`src/rtl/pipeline_hazard_ctrl_pkg.sv`:
```
// pipeline_ctrl_pkg: state encoding and cycle-count helpers shared by the hazard controller
package pipeline_ctrl_pkg;
   typedef enum logic [1:0] {RUN = 2'd0, LSTALL = 2'd1, FLUSH = 2'd2, XSTALL = 2'd3} ctrl_state_e;
   localparam int CYC_W = 3;
   localparam int CNT_W_DEF = 16;
   function automatic logic [CYC_W-1:0] cyc_load(input int cyc);
      return (cyc > 1) ? CYC_W'(cyc - 1) : '0;
   endfunction
endpackage

```
`src/rtl/pipeline_hazard_ctrl_if.sv`:
```
// pipeline_hazard_ctrl_if: ID-stage hazard inputs and pipeline register control outputs
interface pipeline_hazard_ctrl_if;
   logic [4:0] if_id_rs1;
   logic [4:0] if_id_rs2;
   logic [4:0] id_ex_rd;
   logic       id_ex_mem_read;
   logic       branch_taken;
   logic       ext_stall_req;
   logic       pc_write;
   logic       if_id_write;
   logic       if_id_flush;
   logic       id_ex_bubble;
   logic       id_ex_write;
   modport master (
      output if_id_rs1, if_id_rs2, id_ex_rd, id_ex_mem_read, branch_taken, ext_stall_req,
      input  pc_write, if_id_write, if_id_flush, id_ex_bubble, id_ex_write
   );
   modport slave (
      input  if_id_rs1, if_id_rs2, id_ex_rd, id_ex_mem_read, branch_taken, ext_stall_req,
      output pc_write, if_id_write, if_id_flush, id_ex_bubble, id_ex_write
   );
endinterface

```
`src/rtl/pipeline_hazard_ctrl_load_use_detect.sv`:
```
// load_use_detect: combinational load-use comparator, x0 never creates a dependency
module load_use_detect (
   input  logic       id_ex_mem_read_i,
   input  logic [4:0] id_ex_rd_i,
   input  logic [4:0] if_id_rs1_i,
   input  logic [4:0] if_id_rs2_i,
   output logic       hazard_o
);
   assign hazard_o = id_ex_mem_read_i && (id_ex_rd_i != 5'd0) &&
                     ((id_ex_rd_i == if_id_rs1_i) || (id_ex_rd_i == if_id_rs2_i));
endmodule

```
`src/rtl/pipeline_hazard_ctrl.sv`:
```
// pipeline_hazard_ctrl: stretches load-use, branch and memory-stall events into PC/IF_ID/ID_EX controls
module pipeline_hazard_ctrl
   import pipeline_ctrl_pkg::*;
#(
   parameter int LOAD_STALL_CYC = 1,
   parameter int FLUSH_CYC      = 2,
   parameter int CNT_W          = CNT_W_DEF
) (
   input  logic                   clk,
   input  logic                   rst_n,
   pipeline_hazard_ctrl_if.slave  hz_if,
   output logic [CNT_W-1:0]       stall_count_o,
   output logic [CNT_W-1:0]       flush_count_o,
   output logic [1:0]             ctrl_state_o
);
   localparam logic [4:0] CTL_RUN   = 5'b11001;
   localparam logic [4:0] CTL_STALL = 5'b00011;
   localparam logic [4:0] CTL_FLUSH = 5'b11111;
   localparam logic [4:0] CTL_RST   = 5'b00111;
   ctrl_state_e      state_q, state_d;
   logic [CYC_W-1:0] cnt_q, cnt_d;
   logic [CNT_W-1:0] stall_q, stall_d, flush_q, flush_d;
   logic             hazard, stall_inc, flush_inc;
   logic [4:0]       ctl;
   load_use_detect u_detect (
      .id_ex_mem_read_i (hz_if.id_ex_mem_read),
      .id_ex_rd_i       (hz_if.id_ex_rd),
      .if_id_rs1_i      (hz_if.if_id_rs1),
      .if_id_rs2_i      (hz_if.if_id_rs2),
      .hazard_o         (hazard)
   );
   // ctl bit order: pc_write, if_id_write, if_id_flush, id_ex_bubble, id_ex_write
   always_comb begin
      state_d   = state_q;
      cnt_d     = cnt_q;
      stall_inc = 1'b0;
      flush_inc = 1'b0;
      ctl       = CTL_RUN;
      if (hz_if.branch_taken) begin
         ctl       = CTL_FLUSH;
         flush_inc = 1'b1;
         state_d   = (FLUSH_CYC > 1) ? FLUSH : RUN;
         cnt_d     = cyc_load(FLUSH_CYC);
      end else if (hz_if.ext_stall_req) begin
         ctl       = 5'b00000;
         stall_inc = 1'b1;
         state_d   = XSTALL;
         cnt_d     = '0;
      end else begin
         case (state_q)
            FLUSH: begin
               ctl     = CTL_FLUSH;
               state_d = (cnt_q == 3'd1) ? RUN : FLUSH;
               cnt_d   = cnt_q - 1'b1;
            end
            LSTALL: begin
               ctl       = CTL_STALL;
               stall_inc = 1'b1;
               state_d   = (cnt_q == 3'd1) ? RUN : LSTALL;
               cnt_d     = cnt_q - 1'b1;
            end
            default: begin
               state_d = RUN;
               if (hazard) begin
                  ctl       = CTL_STALL;
                  stall_inc = 1'b1;
                  state_d   = (LOAD_STALL_CYC > 1) ? LSTALL : RUN;
                  cnt_d     = cyc_load(LOAD_STALL_CYC);
               end
            end
         endcase
      end
      if (!rst_n) ctl = CTL_RST;
      stall_d = (stall_inc && !(&stall_q)) ? stall_q + 1'b1 : stall_q;
      flush_d = (flush_inc && !(&flush_q)) ? flush_q + 1'b1 : flush_q;
   end
   always_ff @(posedge clk or negedge rst_n) begin
      if (!rst_n) begin
         state_q <= RUN;
         cnt_q   <= '0;
         stall_q <= '0;
         flush_q <= '0;
      end else begin
         state_q <= state_d;
         cnt_q   <= cnt_d;
         stall_q <= stall_d;
         flush_q <= flush_d;
      end
   end
   assign {hz_if.pc_write, hz_if.if_id_write, hz_if.if_id_flush, hz_if.id_ex_bubble, hz_if.id_ex_write} = ctl;
   assign stall_count_o = stall_q;
   assign flush_count_o = flush_q;
   assign ctrl_state_o  = state_q;
endmodule
```
`src/flat_wrapper.sv`:
```
// flat-port wrapper written by rule: the top's interface ports become plain ports
module pipeline_hazard_ctrl_flat import pipeline_ctrl_pkg::*;
#(
   parameter int LOAD_STALL_CYC = 1,
   parameter int FLUSH_CYC      = 2,
   parameter int CNT_W          = CNT_W_DEF
)
  (clk, rst_n, stall_count_o, flush_count_o, ctrl_state_o, hz_if_if_id_rs1, hz_if_if_id_rs2, hz_if_id_ex_rd, hz_if_id_ex_mem_read, hz_if_branch_taken, hz_if_ext_stall_req, hz_if_pc_write, hz_if_if_id_write, hz_if_if_id_flush, hz_if_id_ex_bubble, hz_if_id_ex_write);
  pipeline_hazard_ctrl_if hz_if_i ();
  input  logic clk;
  input  logic rst_n;
  output logic [CNT_W-1:0] stall_count_o;
  output logic [CNT_W-1:0] flush_count_o;
  output logic [1:0] ctrl_state_o;
  input wire logic [$bits(hz_if_i.if_id_rs1)-1:0] hz_if_if_id_rs1;
  input wire logic [$bits(hz_if_i.if_id_rs2)-1:0] hz_if_if_id_rs2;
  input wire logic [$bits(hz_if_i.id_ex_rd)-1:0] hz_if_id_ex_rd;
  input wire logic [$bits(hz_if_i.id_ex_mem_read)-1:0] hz_if_id_ex_mem_read;
  input wire logic [$bits(hz_if_i.branch_taken)-1:0] hz_if_branch_taken;
  input wire logic [$bits(hz_if_i.ext_stall_req)-1:0] hz_if_ext_stall_req;
  output wire logic [$bits(hz_if_i.pc_write)-1:0] hz_if_pc_write;
  output wire logic [$bits(hz_if_i.if_id_write)-1:0] hz_if_if_id_write;
  output wire logic [$bits(hz_if_i.if_id_flush)-1:0] hz_if_if_id_flush;
  output wire logic [$bits(hz_if_i.id_ex_bubble)-1:0] hz_if_id_ex_bubble;
  output wire logic [$bits(hz_if_i.id_ex_write)-1:0] hz_if_id_ex_write;
  assign hz_if_i.if_id_rs1 = hz_if_if_id_rs1;
  assign hz_if_i.if_id_rs2 = hz_if_if_id_rs2;
  assign hz_if_i.id_ex_rd = hz_if_id_ex_rd;
  assign hz_if_i.id_ex_mem_read = hz_if_id_ex_mem_read;
  assign hz_if_i.branch_taken = hz_if_branch_taken;
  assign hz_if_i.ext_stall_req = hz_if_ext_stall_req;
  assign hz_if_pc_write = hz_if_i.pc_write;
  assign hz_if_if_id_write = hz_if_i.if_id_write;
  assign hz_if_if_id_flush = hz_if_i.if_id_flush;
  assign hz_if_id_ex_bubble = hz_if_i.id_ex_bubble;
  assign hz_if_id_ex_write = hz_if_i.id_ex_write;
  pipeline_hazard_ctrl #(.LOAD_STALL_CYC(LOAD_STALL_CYC), .FLUSH_CYC(FLUSH_CYC), .CNT_W(CNT_W)) u_core (.clk(clk), .rst_n(rst_n), .hz_if(hz_if_i), .stall_count_o(stall_count_o), .flush_count_o(flush_count_o), .ctrl_state_o(ctrl_state_o));
endmodule
```
`config.mk`:
```
export PLATFORM = sky130hd
export DESIGN_NAME = pipeline_hazard_ctrl_flat
export DESIGN_NICKNAME = d
export VERILOG_FILES = /design/src/rtl/pipeline_hazard_ctrl_pkg.sv /design/src/rtl/pipeline_hazard_ctrl_if.sv /design/src/rtl/pipeline_hazard_ctrl_load_use_detect.sv /design/src/rtl/pipeline_hazard_ctrl.sv /design/src/flat_wrapper.sv
export SDC_FILE = /design/constraint.sdc
export NUM_CORES = 1
export LEC_CHECK = 0
export CORE_MARGIN = 4
export CORE_UTILIZATION = 35
export DETAILED_ROUTE_END_ITERATION = 16
export PLACE_DENSITY = 0.58
export SYNTH_ARGS = -nofsm -noshare
export SYNTH_HDL_FRONTEND = slang
export SYNTH_SLANG_ARGS = --single-unit
```
`constraint.sdc`:
```
create_clock -name clk -period 2.35 [get_ports clk]
set_clock_uncertainty 0.2 [all_clocks]
set_input_delay 0.47 -clock clk [delete_from_list [all_inputs] [get_ports clk]]
set_output_delay 0.47 -clock clk [all_outputs]
set_load 0.02 [all_outputs]
```
Word-level counts from Yosys, hierarchy flattened
Cells that the tools add are included.

operators by class
  add/subtract/negate cells = 3
  equality and inequality tests = 5
  mux-type cells = 19
  reduce and logical (&&, ||, !) cells = 12

operators with widths
  cell                   count
  $add 16x1->16 const B  2
  $reduce_and 16->1      2
  $mux 5                 4
  $mux 3                 4
  $eq 5x5->1             2
  $pmux 5 s2             1
  $mux 2                 3
  $mux 1                 5
  $reduce_bool 5->1      1
  $logic_and 1x1->1      4
  $pmux 2 s2             1
  $reduce_bool 4->1      1
  $eq 3x1->1 const B     1
  $sub 3x1->3 const B    1
  $eq 2x1->1 const B     1
  $eq 2x2->1 const B     1
  $logic_not 1->1        2
  $pmux 1 s2             1
  $reduce_or 2->1        1
  $logic_or 1x1->1       1

storage, ports and cells
  flip-flop bits (word level) = 37
  bits of input ports = 20
  word-level logic and storage cells = 43

Depth between registers and ports, before layout
Gate-level depths: netlist of the first run.

  depth after elaboration = 8
  depth in mapped cells = 9
  gate-level depth less buffers = 8

Cells and area by module
From an unflattened synthesis of the first run, not the netlist that was laid out.

second synthesis, totals
  cells, all modules = 211
  area total of the unflattened synthesis = 2159.6 um^2

modules (own cells, without submodules)
  module                times used  cells an instance  area each (um^2)
  pipeline_hazard_ctrl  1           194                2034.5
  load_use_detect       1           17                 125.1

Worst setup path before layout of the first run
OpenSTA, ideal clock, no wires.

  kind = in2out
  start point = input hz_if_id_ex_rd[0]
  end point = output hz_if_pc_write
  data arrival time = 2.178 ns
  data required time = 1.680 ns
  path slack = -0.498 ns
  stages = 6
  buffers on the path = 1
  path through = or4_1 -> o21ai_2 -> nand2b_1 -> o21ai_0 -> a21boi_0 -> buf_4

between the ends
  longest elaborated chain between the ends = 8
  elaborated cells on any way between the ends = 11

ends and longest elaborated chain
  element                                                       line                                                                                   source
  start: declaration                                            flat_wrapper.sv:17                                                                     input wire logic [$bits(hz_if_i.id_ex_rd)-1:0] hz_if_id_ex_rd;
  $eq 5x5->1 / $reduce_bool 5->1 (equally long branches)        pipeline_hazard_ctrl_load_use_detect.sv:10, pipeline_hazard_ctrl_load_use_detect.sv:9
  $logic_or 1x1->1 / $logic_and 1x1->1 (equally long branches)  pipeline_hazard_ctrl_load_use_detect.sv:10, pipeline_hazard_ctrl_load_use_detect.sv:9
  $logic_and 1x1->1 *                                           pipeline_hazard_ctrl_load_use_detect.sv:9                                              assign hazard_o = id_ex_mem_read_i && (id_ex_rd_i != 5'd0) &&
  $mux 5 *                                                      pipeline_hazard_ctrl.sv:64                                                             if (hazard) begin
  $pmux 5 s2 *                                                  pipeline_hazard_ctrl.sv:50                                                             case (state_q)
  $mux 5 *                                                      pipeline_hazard_ctrl.sv:44                                                             end else if (hz_if.ext_stall_req) begin
  $mux 5 *                                                      pipeline_hazard_ctrl.sv:39                                                             if (hz_if.branch_taken) begin
  $mux 5 *                                                      pipeline_hazard_ctrl.sv:73                                                             if (!rst_n) ctl = CTL_RST;
  end: declaration                                              flat_wrapper.sv:21                                                                     output wire logic [$bits(hz_if_i.pc_write)-1:0] hz_if_pc_write;

Every way passes the cells marked *; elsewhere a longest branch is shown, timed or not.

Worst setup path after layout of the first run
  start point = input hz_if_id_ex_rd[3]
  end point = output hz_if_if_id_write

between the ends
  longest elaborated chain between the ends = 8
  elaborated cells on any way between the ends = 11

ends and longest elaborated chain
  element                                                       line                                                                                   source
  $eq 5x5->1 / $reduce_bool 5->1 (equally long branches)        pipeline_hazard_ctrl_load_use_detect.sv:10, pipeline_hazard_ctrl_load_use_detect.sv:9
  $logic_or 1x1->1 / $logic_and 1x1->1 (equally long branches)  pipeline_hazard_ctrl_load_use_detect.sv:10, pipeline_hazard_ctrl_load_use_detect.sv:9
  $logic_and 1x1->1 *                                           pipeline_hazard_ctrl_load_use_detect.sv:9
  $mux 5 *                                                      pipeline_hazard_ctrl.sv:64
  $pmux 5 s2 *                                                  pipeline_hazard_ctrl.sv:50
  $mux 5 *                                                      pipeline_hazard_ctrl.sv:44
  $mux 5 *                                                      pipeline_hazard_ctrl.sv:39
  $mux 5 *                                                      pipeline_hazard_ctrl.sv:73
  end: declaration                                              flat_wrapper.sv:22                                                                     output wire logic [$bits(hz_if_i.if_id_write)-1:0] hz_if_if_id_write;

Marked as above.

==> run summary, run 1 <==
Starting Density - 0.362
Post-synth EDFFs - 0
total power - 2.58 mW
worst-path maximum fanout - 3
# diodes - 0
ranking of synthesized cells by area - dfrtp_1, xnor2_1, xor2_1, ha_1, nand3_1
Clock Path Buffers - 2
final max-slew violation count - 0
worst setup margin - -0.0598 ns
RSZ-0062 raised after global routing - yes
CTS root buffer - clkbuf_8
Num CTS Buffers - 5
Worst Tran Pin Value - 0.445 ns
Flop pwr share - 0.362
Initial DRC Count - 43
filler instances - 518
placed cell area - 2920 µm²
CTS tree - built
Final Util - 0.575
most common cell in the netlist - dfrtp_1
Warnings, synthesis - 0
Max Clock Freq - 415 MHz
Max IR drop VDD - 753 µV
Post-Syn Instances - 200
post-route cell area - 3190 µm²
Post-synth top cells - dfrtp_1, xnor2_1, nand2_1, nand3_1, xor2_1
DRC viols - 0
switching pwr - 0.910 mW
Synth cell types - 35
max cap viols - 0
switching share of power - 0.352
largest net degree at the start of global routing - 37
# rows - 27
largest area contributor in the synthesized netlist - dfrtp_1
Worst path slowest cell - or4_4
CTS clk-pin slew, worst paths - 0.08 ns
hold crit path type - in -> async
Comb pwr share - 0.417
LEAKAGE - 1.42 nW
CTS H-tree lvls - 2
placed insts - 358
Place WS - -0.920 ns
CP Launch Type - input pin
DR pass1 iterations - 4
total global routing track utilization - 0.140
non-filler cells, final - 375
first-pass GRT wire length - 8150 µm
Critical Path End Type - primary output
insertion delay to the later sink of the worst-skew pair - 0.28 ns
ANT nets after route - 0
Clock power frac - 0.221
Total Nets Final - 329
num ports - 59
failing checks - setup timing
Pwr Density - 811 nW/µm²
Yosys top cell area share - 0.462
final setup violation count - 3
syn_nets - 227
share of post-route cells with drive strength above 1 - 0.264
CP Cell Sequence - buf_8, or4_4, o21ai_2, nand2b_4, o21ai_4, a21boi_4, buf_6
Vias - 1750
setup TNS - -0.159 ns
vias per inst - 4.67
GP Congestion - 0.819
final period utilization - 1.03
die span in x - 83.7 µm
# clock sinks - 37
area grow syn2layout - 58.9%
endpoints failing hold - 0
number of global-route vias before repair - 1803
post-layout min period - 2.41 ns
Routed WL - 4870 µm
CP required - 1.68 ns
routed len/inst - 13.0 µm
slew margin rel. - 0.703
total gr overflow - 0
Synth async-reset ratio - 1.00
initial antenna violation count - 0
sequential element share of the synthesized area - 0.462
Final HPWL DP - 3640 µm
mapped cell area - 2010 µm²
prevailing post-synth register cell - dfrtp_1
syn_area_per_cell - 10.0 µm²
Crit Path Class - in -> out
Die Span Y - 83.7 µm
hold slack - 0.0929 ns
worst path arrival time - 1.74 ns
core area - 5540 µm²
die area - 7010 µm²
IO buf count - 58
status - complete, but fails checks
Yosys reg bits - 37
CP peak stage delay - 0.52 ns
Internal - 1.67 mW
-- registers in the layout, summed over array words and instances, names as in the netlist --
name and cells:
u_core.cnt_q 3, u_core.ctrl_state_o 2, u_core.flush_count_o 16, u_core.stall_count_o 16
-- cell families (layout without fill, tap and decap cells) --
logic type,Yosys count,count (layout),share of synthesized area
XOR/XNOR,37,37,0.162
AO/OA/AOI/OAI,21,21,0.0736
adder cells (fa/ha/maj),7,7,0.0437
AND/OR/NAND/NOR,79,79,0.211
flip-flops,37,37,0.462
multiplexers,2,2,0.0112
buffers and inverters,17,120,0.0374
-- final timing paths --
check | from | slack, ns | to | cells past startpoint
hold reg to reg | u_core.flush_count_o[12] | 0.29 | u_core.flush_count_o[12] | 1
min in group clk | u_core.flush_count_o[12] | 0.29 | u_core.flush_count_o[12] | 1
max in group asynchronous | rst_n | 1.48 | u_core.cnt_q[1] | 2
hold / removal | rst_n | 0.09 | u_core.flush_count_o[6] | 2
setup / recovery | hz_if_id_ex_rd[3] | -0.06 | hz_if_if_id_write | 7
setup reg to reg | u_core.stall_count_o[7] | 0.11 | u_core.stall_count_o[8] | 10
-- cells in the final DEF (no fill, tap or decap), types with 7 or more instances in the layout --
cell type        count
inv_1               10
clkdlybuf4s50_1     36
buf_4               39
dlygate4sd2_1       10
nand3_1             14
xor2_1              13
nand4_1              7
nand2_1             15
xnor2_1             23
nor3_1               7
dfrtp_1             37
nor2_1              12
-- critical path: cells and delay by family --
kind            cells  cell delay (ns)
simple gates        2             0.68
compound gates      3             0.35
buf+inv             2             0.23
-- timing repair --
action / 4_1_cts / 5_1_grt
hold buffers: 1 / 0
resized for setup: 66 / 8
endpoints found under the hold margin: 1 / 0
gates cloned: 0 / 0
pin swaps: 19 / 8
endpoints found under the setup margin: 19 / 7
buffers inserted: 4 / 4
-- power by group through the flow --
| stage | Clock [mW] | Combinational, mW | Sequential [mW] |
|---|---|---|---|
| finish | 0.572 | 1.08 | 0.935 |
| global route | 0.610 | 1.16 | 0.965 |
| CTS | 0.584 | 1.06 | 0.938 |
| detailed placement | 0 | 1.03 | 0.946 |
| global placement | 0 | 1.01 | 0.948 |
| floorplan | 0 | 0.315 | 1.12 |
-- layer usage --
layer  part of all wire  global-route usage
met2               0.50               0.244
met4             0.0086              0.0351
met5                  0                   0
met3              0.032              0.0316
met1               0.45               0.176
-- cell type report --
| cell class | instances | area (µm²) | area share |
|---|---|---|---|
| Multi-Input combinational cell | 146 | 1120 | 0.351 |
| Inverter | 12 | 45.0 | 0.0141 |
| Timing Repair Buffer | 100 | 886 | 0.278 |
| Clock buffer | 6 | 82.6 | 0.0259 |
| Clock inverter | 2 | 37.5 | 0.0118 |
| Sequential cell | 37 | 926 | 0.291 |
| Tap cell | 72 | 90.1 | 0.0283 |
(Power assumes the default switching activity.)
==> run 2, diff against run 1 <==
CTS_CLUSTER_DIAMETER = 30   (was unset)
==> results of run 2 <==
Same layout as run 1: the final DEF is identical, and so are final timing and power.
==> run 3, diff against run 2 <==
CORE_UTILIZATION = 47   (was 35)
PLACE_DENSITY = 0.76   (was 0.58)
==> run 3 against run 2 <==
The flow still finishes with violations (setup timing). Via count increased by 4.7%. Die area decreased by 23%. Sequential share of layout area increased by 0.18 points. Non-clock buffer count increased by 1. Design area decreased by 0.63%. Critical path type unchanged.
==> run summary, run 3 (synthesis gave the netlist of run 1 again) <==
status - complete, but fails checks
failing checks - setup timing
Num CTS Buffers - 5
Max Clock Freq - 407 MHz
# rows - 23
Crit Path Class - in -> out
Worst Tran Pin Value - 0.458 ns
Vias - 1833
num ports - 59
CTS root buffer - clkbuf_8
CP Cell Sequence - buf_6, or4_4, o21ai_2, nand2b_4, o21ai_4, a21boi_4, buf_6
hold slack - 0.0614 ns
worst-path maximum fanout - 3
area grow syn2layout - 57.9%
# diodes - 0
max cap viols - 0
post-route cell area - 3170 µm²
CP peak stage delay - 0.53 ns
Place WS - -0.927 ns
RSZ-0062 raised after global routing - yes
Worst path slowest cell - or4_4
core area - 4060 µm²
die area - 5380 µm²
Pwr Density - 809 nW/µm²
endpoints failing hold - 0
largest net degree at the start of global routing - 38
routed len/inst - 15.0 µm
Comb pwr share - 0.462
CP required - 1.68 ns
slew margin rel. - 0.694
Clock power frac - 0.173
commonest non-fill, non-tap cell in the layout - buf_4
CP most frequent cell - buf_6
Clock Path Buffers - 2
# clock sinks - 37
Starting Density - 0.494
placed cell area - 2880 µm²
Die Span Y - 73.3 µm
total gr overflow - 0
first-pass GRT wire length - 8410 µm
switching share of power - 0.367
CTS H-tree lvls - 2
DRC viols - 0
worst path arrival time - 1.78 ns
Final Util - 0.780
share of post-route cells with drive strength above 1 - 0.271
vias per inst - 5.19
Final HPWL DP - 3580 µm
IO buf count - 58
switching pwr - 0.939 mW
GP Congestion - 0.826
Routed WL - 5300 µm
final period utilization - 1.04
final max-slew violation count - 0
delay-heaviest family, CP - simple AND/OR/NAND/NOR gates
die span in x - 73.3 µm
CP bufs+invs - 2
Critical Path End Type - primary output
Max IR drop VDD - 801 µV
initial antenna violation count - 0
commonest cells after routing, fill and taps aside - buf_4, dfrtp_1, clkdlybuf4s50_1
Initial DRC Count - 109
total global routing track utilization - 0.203
CP Launch Type - input pin
post-layout min period - 2.45 ns
Flop pwr share - 0.365
ANT nets after route - 0
worst setup margin - -0.105 ns
hold crit path type - in -> async
Internal - 1.62 mW
insertion delay to the later sink of the worst-skew pair - 0.28 ns
CTS tree - built
final setup violation count - 3
CTS clk-pin slew, worst paths - 0.07 ns
LEAKAGE - 1.42 nW
Total Nets Final - 330
setup TNS - -0.288 ns
DR pass1 iterations - 5
number of global-route vias before repair - 1786
run 3: final timing paths:
path,start,to,slack [ns],depth (start not counted)
max reg2reg,u_core.ctrl_state_o[0],u_core.stall_count_o[9],0.13,9
min,rst_n,u_core.flush_count_o[7],0.06,2
min reg2reg,u_core.flush_count_o[15],u_core.flush_count_o[15],0.30,1
max,hz_if_id_ex_rd[0],hz_if_if_id_write,-0.10,7
min in group clk,u_core.flush_count_o[15],u_core.flush_count_o[15],0.30,1
max in group asynchronous,rst_n,u_core.cnt_q[1],1.56,2
run 3: final cells by class:
cell class / count / area (µm²)
Multi-Input combinational cell: 146 / 1150
Sequential cell: 37 / 926
Timing Repair Buffer: 101 / 896
Fill cell: 280 / 891
Clock buffer: 6 / 82.6
Tap cell: 50 / 62.6
Inverter: 12 / 45.0
Clock inverter: 1 / 7.51
run 3: timing repair:
action | in CTS | in global routing
gates resized for setup | 66 | 12
setup buffers | 8 | 10
endpoints found under the setup margin | 22 | 16
hold endpoints to repair | 0 | 0
pin swaps | 21 | 20
hold buffers | 0 | 0
run 3: stage by stage:
step	power, mW	std cells
2_1_floorplan	1.43	200
6_report	2.56	353
5_1_grt	2.71	353
4_1_cts	2.46	348
3_3_place_gp	1.96	335
3_5_place_dp	1.97	335
run 3: metal layers:
layer	track usage	routed length (µm)	vias up
met3	0.0534	247	9
met5	0	0	-
met4	0.0604	79	0
met1	0.267	2290	873
li1	-	-	898
met2	0.331	2680	53
run 3: power by group through the flow:
stage          sequential [mW]  clock [mW]  combinational [mW]
6_report                 0.936       0.443                1.18
5_1_grt                  0.960       0.485                1.27
4_1_cts                  0.927       0.458                1.07
3_5_place_dp             0.937           0                1.03
3_3_place_gp             0.938           0                1.02
2_1_floorplan             1.12           0               0.315
run 3: worst register-to-register path, delay by kind of cell (launching register included):
kind / cells / cell delay, ns
XOR/XNOR: 1 / 0.17
adder cells (fa/ha/maj): 1 / 0.30
AND/OR/NAND/NOR: 2 / 0.54
AO/OA/AOI/OAI: 1 / 0.15
flip-flops: 1 / 0.34
buffers and inverters: 4 / 0.43
